### src/rtl/gc_scan_if.sv
// Host-side handshake bundle of the scan sequencer: command, load-word and unload-word channels.
interface gc_scan_if #(
  parameter int unsigned WORD_W = 8
) ();
  logic              cmd_valid;
  logic [1:0]        cmd_op;
  logic              cmd_ready;
  logic              wr_valid;
  logic [WORD_W-1:0] wr_data;
  logic              wr_ready;
  logic              rd_valid;
  logic [WORD_W-1:0] rd_data;
  logic              rd_ready;

  modport master (
    output cmd_valid, cmd_op, wr_valid, wr_data, rd_ready,
    input  cmd_ready, wr_ready, rd_valid, rd_data
  );

  modport slave (
    input  cmd_valid, cmd_op, wr_valid, wr_data, rd_ready,
    output cmd_ready, wr_ready, rd_valid, rd_data
  );
endinterface

### src/rtl/gc_scan_ctrl.sv
// Scan-chain sequencer: streams load words into a scan-enable flop chain while unloading
// its previous contents word-by-word, and can issue a single functional-capture cycle.
module gc_scan_ctrl #(
  parameter int unsigned CHAIN_LEN = 64,
  parameter int unsigned WORD_W    = 8
) (
  input  logic     C,
  input  logic     R,
  gc_scan_if.slave bus,
  output logic     scan_se,
  output logic     scan_e,
  output logic     scan_si,
  input  logic     scan_so,
  output logic     busy,
  output logic     done
);
  localparam int unsigned N_WORDS = CHAIN_LEN / WORD_W;
  localparam int unsigned CNT_W   = $clog2(N_WORDS) + 1;
  localparam int unsigned BIT_W   = $clog2(WORD_W) + 1;

  typedef enum logic [2:0] {IDLE, FETCH, SHIFT, DRAIN, CAPT, DONE} state_t;

  state_t            state, state_nx;
  logic [CNT_W-1:0]  word_cnt, word_cnt_nx;
  logic [BIT_W-1:0]  bit_cnt, bit_cnt_nx;
  logic [WORD_W-1:0] in_sr, in_sr_nx;
  logic [WORD_W-1:0] out_sr, out_sr_nx;

  // Unload word comes straight from the capture register; it only moves during SHIFT.
  assign bus.rd_data = out_sr;

  // Next-state and datapath update.
  always_comb begin
    state_nx    = state;
    word_cnt_nx = word_cnt;
    bit_cnt_nx  = bit_cnt;
    in_sr_nx    = in_sr;
    out_sr_nx   = out_sr;
    case (state)
      IDLE: begin
        if (bus.cmd_valid) begin
          case (bus.cmd_op)
            2'b00: begin
              state_nx    = FETCH;
              word_cnt_nx = '0;
            end
            2'b01:   state_nx = CAPT;
            default: state_nx = DONE;
          endcase
        end
      end
      FETCH: begin
        if (bus.wr_valid) begin
          in_sr_nx   = bus.wr_data;
          bit_cnt_nx = '0;
          state_nx   = SHIFT;
        end
      end
      SHIFT: begin
        // scan_so is the tail value before this edge moves the chain.
        in_sr_nx   = in_sr >> 1;
        out_sr_nx  = {scan_so, out_sr[WORD_W-1:1]};
        bit_cnt_nx = bit_cnt + BIT_W'(1);
        if (bit_cnt == BIT_W'(WORD_W - 1)) begin
          state_nx    = DRAIN;
          word_cnt_nx = word_cnt + CNT_W'(1);
        end
      end
      DRAIN: begin
        if (bus.rd_ready) begin
          state_nx = (word_cnt == CNT_W'(N_WORDS)) ? DONE : FETCH;
        end
      end
      CAPT:    state_nx = DONE;
      DONE:    state_nx = IDLE;
      default: state_nx = IDLE;
    endcase
  end

  // State, datapath and output registers; outputs are decoded from the next state so they
  // line up with the state they describe and never glitch.
  always_ff @(posedge C or posedge R) begin
    if (R) begin
      state         <= IDLE;
      word_cnt      <= '0;
      bit_cnt       <= '0;
      in_sr         <= '0;
      out_sr        <= '0;
      scan_se       <= 1'b0;
      scan_e        <= 1'b0;
      scan_si       <= 1'b0;
      busy          <= 1'b0;
      done          <= 1'b0;
      bus.cmd_ready <= 1'b1;
      bus.wr_ready  <= 1'b0;
      bus.rd_valid  <= 1'b0;
    end else begin
      state         <= state_nx;
      word_cnt      <= word_cnt_nx;
      bit_cnt       <= bit_cnt_nx;
      in_sr         <= in_sr_nx;
      out_sr        <= out_sr_nx;
      scan_se       <= (state_nx == SHIFT);
      scan_e        <= (state_nx == CAPT);
      scan_si       <= (state_nx == SHIFT) && in_sr_nx[0];
      busy          <= (state_nx != IDLE);
      done          <= (state_nx == DONE);
      bus.cmd_ready <= (state_nx == IDLE);
      bus.wr_ready  <= (state_nx == FETCH);
      bus.rd_valid  <= (state_nx == DRAIN);
    end
  end
endmodule

### src/flat_wrapper.sv
// flat-port wrapper written by rule: the top's interface ports become plain ports
module gc_scan_ctrl_flat 
#(
  parameter int unsigned CHAIN_LEN = 64,
  parameter int unsigned WORD_W    = 8
)
  (C, R, scan_se, scan_e, scan_si, scan_so, busy, done, bus_cmd_valid, bus_cmd_op, bus_wr_valid, bus_wr_data, bus_rd_ready, bus_cmd_ready, bus_wr_ready, bus_rd_valid, bus_rd_data);
  gc_scan_if #(.WORD_W(WORD_W)) bus_i ();
  input  logic C;
  input  logic R;
  output logic scan_se;
  output logic scan_e;
  output logic scan_si;
  input  logic scan_so;
  output logic busy;
  output logic done;
  input wire logic [$bits(bus_i.cmd_valid)-1:0] bus_cmd_valid;
  input wire logic [$bits(bus_i.cmd_op)-1:0] bus_cmd_op;
  input wire logic [$bits(bus_i.wr_valid)-1:0] bus_wr_valid;
  input wire logic [$bits(bus_i.wr_data)-1:0] bus_wr_data;
  input wire logic [$bits(bus_i.rd_ready)-1:0] bus_rd_ready;
  output wire logic [$bits(bus_i.cmd_ready)-1:0] bus_cmd_ready;
  output wire logic [$bits(bus_i.wr_ready)-1:0] bus_wr_ready;
  output wire logic [$bits(bus_i.rd_valid)-1:0] bus_rd_valid;
  output wire logic [$bits(bus_i.rd_data)-1:0] bus_rd_data;
  assign bus_i.cmd_valid = bus_cmd_valid;
  assign bus_i.cmd_op = bus_cmd_op;
  assign bus_i.wr_valid = bus_wr_valid;
  assign bus_i.wr_data = bus_wr_data;
  assign bus_i.rd_ready = bus_rd_ready;
  assign bus_cmd_ready = bus_i.cmd_ready;
  assign bus_wr_ready = bus_i.wr_ready;
  assign bus_rd_valid = bus_i.rd_valid;
  assign bus_rd_data = bus_i.rd_data;
  gc_scan_ctrl #(.CHAIN_LEN(CHAIN_LEN), .WORD_W(WORD_W)) u_core (.C(C), .R(R), .bus(bus_i), .scan_se(scan_se), .scan_e(scan_e), .scan_si(scan_si), .scan_so(scan_so), .busy(busy), .done(done));
endmodule
### config.mk
export PLATFORM = sky130hd
export DESIGN_NAME = gc_scan_ctrl_flat
export DESIGN_NICKNAME = d
export VERILOG_FILES = /design/src/rtl/gc_scan_if.sv /design/src/rtl/gc_scan_ctrl.sv /design/src/flat_wrapper.sv
export SDC_FILE = /design/constraint.sdc
export NUM_CORES = 1
export LEC_CHECK = 0
export BUFFER_PORTS_ARGS = -buffer_cell sky130_fd_sc_hd__buf_2
export CORE_MARGIN = 4
export CORE_UTILIZATION = 30
export DETAILED_ROUTE_END_ITERATION = 10
export PLACE_DENSITY_LB_ADDON = 0.3
export SLEW_MARGIN = 5
export SYNTH_ARGS = -nofsm -noshare
export SYNTH_HDL_FRONTEND = slang
export SYNTH_SLANG_ARGS = --single-unit
### constraint.sdc
create_clock -name C -period 1.8 [get_ports C]
set_clock_uncertainty 0.05 [all_clocks]
set_input_delay 0.27 -clock C [delete_from_list [all_inputs] [get_ports C]]
set_output_delay 0.27 -clock C [all_outputs]
set_load 0.1 [all_outputs]
# --- Word-level counts from Yosys, hierarchy flattened ---
# Cells that the tools add are included.
word_totals:
  word_cells: 56
  out_inout_bits: 16
  in_bits: 16
  regBits: 35
op_classes:
  n_eq_ne: 16
  muxes: 15
  add_sub_neg: 2
  reduce_logical: 9
ops:
  columns: ["cell", "count"]
  rows:
  - ["$mux 4", 4]
  - ["$pmux 4 s2", 2]
  - ["$pmux 8 s2", 1]
  - ["$mux 3", 5]
  - ["$pmux 3 s5", 1]
  - ["$eq 3x2->1 const B", 4]
  - ["$eq 3x3->1 const B", 3]
  - ["$add 4x1->4 const B", 2]
  - ["$mux 8", 1]
  - ["$eq 3x1->1 const B", 2]
  - ["$logic_not 3->1", 2]
  - ["$ne 2x2->1 const B", 3]
  - ["$pmux 3 s2", 1]
  - ["$eq 4x3->1 const B", 1]
  - ["$eq 4x4->1 const B", 1]
  - ["$reduce_and 4->1", 1]
  - ["$reduce_bool 2->1", 2]
  - ["$reduce_bool 3->1", 1]
  - ["$eq 2x1->1 const B", 1]
  - ["$logic_not 2->1", 1]
  - ["$ne 2x1->1 const B", 1]
  - ["$reduce_and 2->1", 1]
  - ["$logic_and 1x1->1", 1]

# --- Logic depth before layout (Yosys ltp) ---
# Gate-level depths: netlist of run 1.
depth:
  depth_word: 6
  depth_mapped: 7
  mapped_depth_nobuf: 7

# --- Worst setup path before layout of run 1 ---
# Ideal clock, no wire load.
synth_path:
  path_type: "flip-flop to flip-flop"
  startpoint: "register u_core.state[0]"
  endpoint: "register u_core.word_cnt[3]"
  path_stages_with_launch: 6
  path_slack_ps: 214
  t_required_ps: 1626
  synth_period_minus_slack_ps: 1586
  arrival_ps: 1412
  path_cell_list: "dfrtp_1 > buf_6 > and4bb_4 > a22oi_2 > or2_4 > a211o_1"
synth_via:
  elab_chain_len: 3
synth_lines:
  columns: ["item", "line", "rtl"]
  rows:
  - ["start: declaration", "gc_scan_ctrl.sv:23", "state_t state, state_nx;"]
  - ["start signal: assignment", "gc_scan_ctrl.sv:98", "state <= state_nx;"]
  - ["$eq 3x2->1 / $logic_not 3->1 (equally long branches)", "gc_scan_ctrl.sv:39", "case (state)"]
  - ["$ne 2x1->1 (no line), or another cell as far along", null, null]
  - ["$reduce_and 4->1 (no line)", null, null]
  - ["end signal: assignment", "gc_scan_ctrl.sv:99", "word_cnt <= word_cnt_nx;"]
  - ["end: declaration", "gc_scan_ctrl.sv:24", "logic [CNT_W-1:0] word_cnt, word_cnt_nx;"]
# Several ways; a longest one is shown, not always the timed one.
# A chain may end at the register's enable or synchronous reset.

# --- Final worst setup path of run 1 ---
layout_path:
  startpoint: "register u_core.bit_cnt[1]"
  endpoint: "register u_core.word_cnt[3]"
layout_via:
  elab_chain_len: 3
layout_lines:
  columns: ["item", "line", "rtl"]
  rows:
  - ["start: declaration", "gc_scan_ctrl.sv:25", "logic [BIT_W-1:0] bit_cnt, bit_cnt_nx;"]
  - ["start signal: assignment", "gc_scan_ctrl.sv:100", "bit_cnt <= bit_cnt_nx;"]
  - ["$eq 4x3->1", "gc_scan_ctrl.sv:64", "if (bit_cnt == BIT_W'(WORD_W - 1)) begin"]
  - ["$ne 2x1->1 (no line)", null, null]
  - ["$reduce_and 4->1 (no line)", null, null]
# No other way between the ends.

==> results.sh, run 1 <==
export IMPL_status="finished, final reports clean"
export IMPL_max_cap_violations=0
export IMPL_fin_ws_ns=0.102
export IMPL_dp_hpwl_um=2460
export IMPL_synth_most_common_cell="dfrtp_1"
export IMPL_clk_pin_slew_worst_paths_ns=0.07
export IMPL_yosysWarnings=0
export IMPL_path_delay_family="simple AND/OR/NAND/NOR gates"
export IMPL_worst_path_largest_cell_delay_ns=0.38
export IMPL_synthDistinctLibCells=39
export IMPL_max_slew_margin_pct=67.4
export IMPL_path_cells="ha_2 > and4bb_4 > a22oi_2 > or2_4 > a211o_1"
export IMPL_drt_first_pass_iters=4
export IMPL_tritoncts="yes"
export IMPL_ys_seq_area_share_pct=56.4
export IMPL_port_buffers=31
export IMPL_fin_setup_tns_ns=0
export IMPL_pin_count=32
export IMPL_yosys_top_cells_area="dfrtp_1, mux2_2, nand2_1"
export IMPL_synth_edf_count=0
export IMPL_syn_cell_area_um2=1560
export IMPL_gp_congestion=0.742
export IMPL_ys_ff_latch=35
export IMPL_hold_viol=0
export IMPL_fin_crit_ns=1.70
export IMPL_cp_slowest_cell="dfrtp_1"
export IMPL_drc=0
export IMPL_rsz0062_at_grt="no"
export IMPL_yosys_area_top_type="dfrtp_1"
export IMPL_ant_nets=0
export IMPL_overflow=0
export IMPL_cp_required_ns=1.92
export IMPL_cp_num_buf_inv=0
export IMPL_fmax_mhz=589
export IMPL_synth_top_area_share_pct=54.7
export IMPL_critPathLaunchType="register"
export IMPL_synth_avg_cell_area_um2=11.7
export IMPL_row_count=25
export IMPL_clk_latency_ns=0.28
export IMPL_grt_max_degree=36
export IMPL_htreeDepth=2
export IMPL_async_reset_ff_share_pct=100
export IMPL_numCtsBuffers=5
export IMPL_ctsRootBufferMaster="clkbuf_8"
export IMPL_arrival_ns=1.82
export IMPL_area_delta_synth_final_pct=22.4
export IMPL_cts_buffer_depth=2
export IMPL_synthFlopType="dfrtp_1"
export IMPL_vias_per_cell=4.78
export IMPL_grt_total_usage_pct=11.5
export IMPL_grt_antenna_before_repair=0
export IMPL_pre_cts_slack_ns=0.111
export IMPL_slew_violations=0
export IMPL_die_h_um=80
export IMPL_routedWlPerCell_um=14.0
export IMPL_tightest_slew_ns=0.493
export IMPL_cts_hold_fix_buffers=0
export IMPL_hp_class="in2async"
export IMPL_synth_common_cells="dfrtp_1, nand2_1, mux2_2, a22oi_1, nor2_1"
export IMPL_path_max_fanout=4
export IMPL_grt_pass1_wl_um=5640
export IMPL_syn_num_nets=152
export IMPL_period_share_pct=94.3
export IMPL_core_region_area_um2=4880
export IMPL_routed_via_count=1143
export IMPL_final_cells=239
export IMPL_finalWirelength_um=3340
export IMPL_cts_sinks=35
export IMPL_synth_cells=133
export IMPL_first_iter_violations=46
export IMPL_holdWs_ns=0.0194
export IMPL_initial_core_util_pct=31.9
export IMPL_drive_gt1_share_pct=39.0
export IMPL_critPathKind="reg2reg"
export IMPL_finalSetupViolations=0
export IMPL_dieArea_um2=6400
export IMPL_die_w_um=80
export IMPL_n_antenna_cell=0
export IMPL_nets=190
export IMPL_worst_setup_path_end_kind="register"
export IMPL_dp_cells=231
export IMPL_grt_pass1_vias=1229
==> timing repair <==
item | 4_1_cts | 5_1_grt
setup endpoints to repair | 0 | 2
resized for setup | 0 | 2
buffers inserted | 0 | 0
==> cell families (layout without fill, tap and decap cells) <==
family | Yosys count | count (layout) | synth area share [%]
multiplexers | 9 | 9 | 6.52
buffers and inverters | 12 | 51 | 4.10
adder cells (fa/ha/maj) | 3 | 3 | 2.41
XOR/XNOR | 1 | 1 | 0.563
AO/OA/AOI/OAI | 28 | 28 | 13.5
AND/OR/NAND/NOR | 45 | 45 | 16.5
flip-flops | 35 | 35 | 56.4
==> worst min-delay path, delay by kind of cell <==
family	cells	cell delay (ns)
buffers and inverters	3	0.51
==> flip-flops by register name, indices dropped and copies added, names as in the netlist <==
signal and count:
u_core.bit_cnt 4, u_core.bus.cmd_ready 1, u_core.bus.rd_data 8, u_core.bus.rd_valid 1, u_core.bus.wr_ready 1, u_core.busy 1, u_core.done 1, u_core.in_sr 8
u_core.scan_e 1, u_core.scan_se 1, u_core.scan_si 1, u_core.state 3, u_core.word_cnt 4
==> layout by cell type (no fill, tap or decap), types with 2 or more instances in the layout <==
master / Yosys / final
clkbuf_8: 0 / 7
ha_1: 3 / 2
a21oi_1: 2 / 2
and3_1: 3 / 3
dfrtp_1: 34 / 34
nand3b_1: 2 / 2
nand2b_1: 3 / 3
o21ai_0: 3 / 3
a22oi_1: 6 / 6
nand2_1: 15 / 15
nor2_1: 5 / 4
a22o_1: 4 / 4
inv_2: 2 / 2
o21ai_1: 3 / 3
inv_1: 4 / 4
buf_2: 3 / 31
o21a_1: 3 / 3
mux2_2: 9 / 9
buf_4: 2 / 6
nor3_1: 4 / 4
nand3_1: 4 / 4
==> cell type report <==
class	instances	area, um^2
repair buffers	37	200
inverters	6	22.5
multi-input cells	86	619
well taps	67	83.8
flip-flops and latches	35	877
fillers	508	2980
clock buffers	8	100
==> layer usage <==
metal	GRT usage (%)	share of wire (%)	routed length (um)
met4	6.25	2.4	81
met3	3.84	4.9	164
met1	14.3	44	1460
met2	17.5	49	1630
met5	0	0	0
==> worst paths after layout <==
check | startpoint | end | slack (ns) | cells past startpoint
min reg2reg | u_core.in_sr[0] | u_core.in_sr[0] | 0.42 | 1
max reg2reg | u_core.bit_cnt[1] | u_core.word_cnt[3] | 0.10 | 5
min in group C | bus_wr_data[6] | u_core.in_sr[6] | 0.17 | 3
min | R | u_core.word_cnt[1] | 0.02 | 3
max in group asynchronous | R | u_core.bus.cmd_ready | 1.35 | 3
max | u_core.bit_cnt[1] | u_core.word_cnt[3] | 0.10 | 5
==> metrics by stage <==
step                      instance area (um^2)  util, %
after detailed placement                  1800     36.8
final                                     1900     39.0
after CTS                                 1900     38.9
after global routing                      1900     39.0
after global placement                    1800     36.8
after floorplan                           1560        -
Power of run 1 is left out: the tool's default activity adds up to more than one toggle a clock period on the data nets, which glitch-free logic cannot reach.
==> run 2: changes to the inputs <==
- ABC_AREA: default -> 1
==> results.sh, run 2 <==
export IMPL_status="finished, final reports clean"
export IMPL_slew_violations=0
export IMPL_synth_avg_cell_area_um2=8.40
export IMPL_clk_pin_slew_worst_paths_ns=0.07
export IMPL_area_delta_synth_final_pct=20.2
export IMPL_path_delay_family="flip-flops"
export IMPL_clk_latency_ns=0.28
export IMPL_worst_path_largest_cell_delay_ns=0.51
export IMPL_worst_r2r_path_depth=8
export IMPL_r2r_setup_slack_ns=0.40
export IMPL_fin_setup_tns_ns=0
export IMPL_crit_start="u_core.bus.cmd_ready"
export IMPL_drc=0
export IMPL_grt_pass1_vias=1291
export IMPL_yosysWarnings=0
export IMPL_met2_usage_pct=18.6
export IMPL_ys_ff_latch=35
export IMPL_numCtsBuffers=5
export IMPL_period_share_pct=84.7
export IMPL_synth_edf_count=0
export IMPL_row_count=26
export IMPL_critPathKind="reg2out"
export IMPL_grt_total_usage_pct=11.1
export IMPL_gp_congestion=0.745
export IMPL_routedWlPerCell_um=10.6
export IMPL_worst_setup_path_end_kind="primary output"
export IMPL_finalWirelength_um=3190
export IMPL_initial_core_util_pct=31.3
export IMPL_die_h_um=81.5
export IMPL_yosys_area_top_type="dfrtp_1"
export IMPL_hold_viol=0
export IMPL_synthFlopType="dfrtp_1"
export IMPL_first_iter_violations=64
export IMPL_grt_busiest_layer="met2"
export IMPL_syn_num_nets=212
export IMPL_ctsRootBufferMaster="clkbuf_8"
export IMPL_overflow=0
export IMPL_synth_most_common_cell="nand2_1"
export IMPL_port_buffers=31
export IMPL_grt_antenna_before_repair=0
export IMPL_post_cts_resized=0
export IMPL_tritoncts="yes"
export IMPL_synth_top_area_share_pct=52.5
export IMPL_cp_num_buf_inv=1
export IMPL_syn_cell_area_um2=1620
export IMPL_grt_pass1_wl_um=5630
export IMPL_routed_via_count=1284
export IMPL_drive_gt1_share_pct=25.0
export IMPL_place_area_um2=1870
export IMPL_arrival_ns=1.21
export IMPL_max_cap_violations=0
export IMPL_n_antenna_cell=0
export IMPL_core_region_area_um2=5170
export IMPL_fmax_mhz=656
export IMPL_final_cell_mix="nand2_1, dfrtp_1, buf_2"
export IMPL_cts_sinks=35
export IMPL_pin_count=32
export IMPL_path_cells="buf_2"
export IMPL_critPathLaunchType="register"
export IMPL_cp_required_ns=1.48
export IMPL_async_reset_ff_share_pct=100
export IMPL_postLayoutCellArea_um2=1950
export IMPL_use_met1_pct=13.5
export IMPL_cts_buffer_depth=2
export IMPL_cp_slowest_cell="dfstp_2"
export IMPL_synth_common_cells="nand2_1, dfrtp_1, nor2_1, inv_1, nand3_1"
export IMPL_synth_cells=193
export IMPL_nets=250
export IMPL_rr_startpoint="u_core.state[2]"
export IMPL_synthDistinctLibCells=23
export IMPL_hp_class="in2async"
export IMPL_max_slew_margin_pct=67.6
export IMPL_ant_nets=0
export IMPL_cp_depth=1
export IMPL_rsz0062_at_grt="no"
export IMPL_die_w_um=81.5
export IMPL_dieArea_um2=6640
export IMPL_yosys_top_cells_area="dfrtp_1, nand2_1, nor2_1"
export IMPL_grt_util_met3_pct=3.29
export IMPL_post_cts_buffers=0
export IMPL_vias_per_cell=4.25
export IMPL_final_common_cell="nand2_1"
export IMPL_grt_max_degree=36
export IMPL_timing_rr_end="u_core.word_cnt[0]"
export IMPL_htreeDepth=2
export IMPL_tightest_slew_ns=0.489
export IMPL_drt_first_pass_iters=4
export IMPL_dp_hpwl_um=2320
export IMPL_cts_hold_fix_buffers=0
export IMPL_endpoint="bus_cmd_ready"
export IMPL_ys_seq_area_share_pct=54.1
export IMPL_fin_crit_ns=1.53
export IMPL_path_max_fanout=1
export IMPL_finalSetupViolations=0
## run 2: cell count changes after synthesis, moves of 4 or more
cell     previous run  this run
a22o_1              4         0
a22oi_1             6         0
inv_1               4        16
mux2_2              9         0
nand2_1            15        71
nand2_2             0         5
nand3_1             4        13
nor2_1              5        18
nor3_1              4         0
## run 2: kinds of logic (layout without fill, tap and decap cells)
family,after synthesis,count (layout),share of synthesized area [%]
DFF,35,35,54.1
AOI/OAI and AO/OA,12,12,3.94
and+or+nand+nor,117,117,32.2
xor gates and xnor gates,3,3,1.62
buffers and inverters,23,62,5.79
adders and majority gates,3,3,2.32
## run 2: layout make-up
cell class              instances  area (um^2)
clock buffers                   7         76.3
clock inverters                 1         5.00
fillers                       542         3230
inverters                      21         81.3
multi-input cells             135          649
flip-flops and latches         35          877
well taps                      70         87.6
repair buffers                 33          170
## run 2: layer usage
layer	part of all wire, %	wire (um)
met1	47	1490
met2	48	1520
met3	4.9	157
met4	0.47	15
met5	0	0
## run 2: worst min-delay path by stage
stage / endpoint / startpoint / slack (ns) / cells past startpoint
final: u_core.bus.rd_valid / R / 0.02 / 3
after floorplan: u_core.in_sr[7] / bus_wr_data[7] / 0.34 / 2
after CTS: u_core.in_sr[5] / R / 0.04 / 3
after global placement: u_core.in_sr[0] / R / 0.35 / 3
after global routing: u_core.bus.rd_valid / R / 0.05 / 3
after detailed placement: u_core.scan_se / R / 0.35 / 3
## run 2: through the flow
stage               hold WS, ns  util, %  instances  setup WS [ns]
finish                   0.0247     37.6        302          0.275
global route             0.0535     37.6        302          0.236
global placement          0.351     36.1        294          0.396
CTS                      0.0383     37.6        302          0.262
detailed placement        0.352     36.1        294          0.385
floorplan                 0.337        -        193          0.487
Power of run 2 is left out for the same reason.
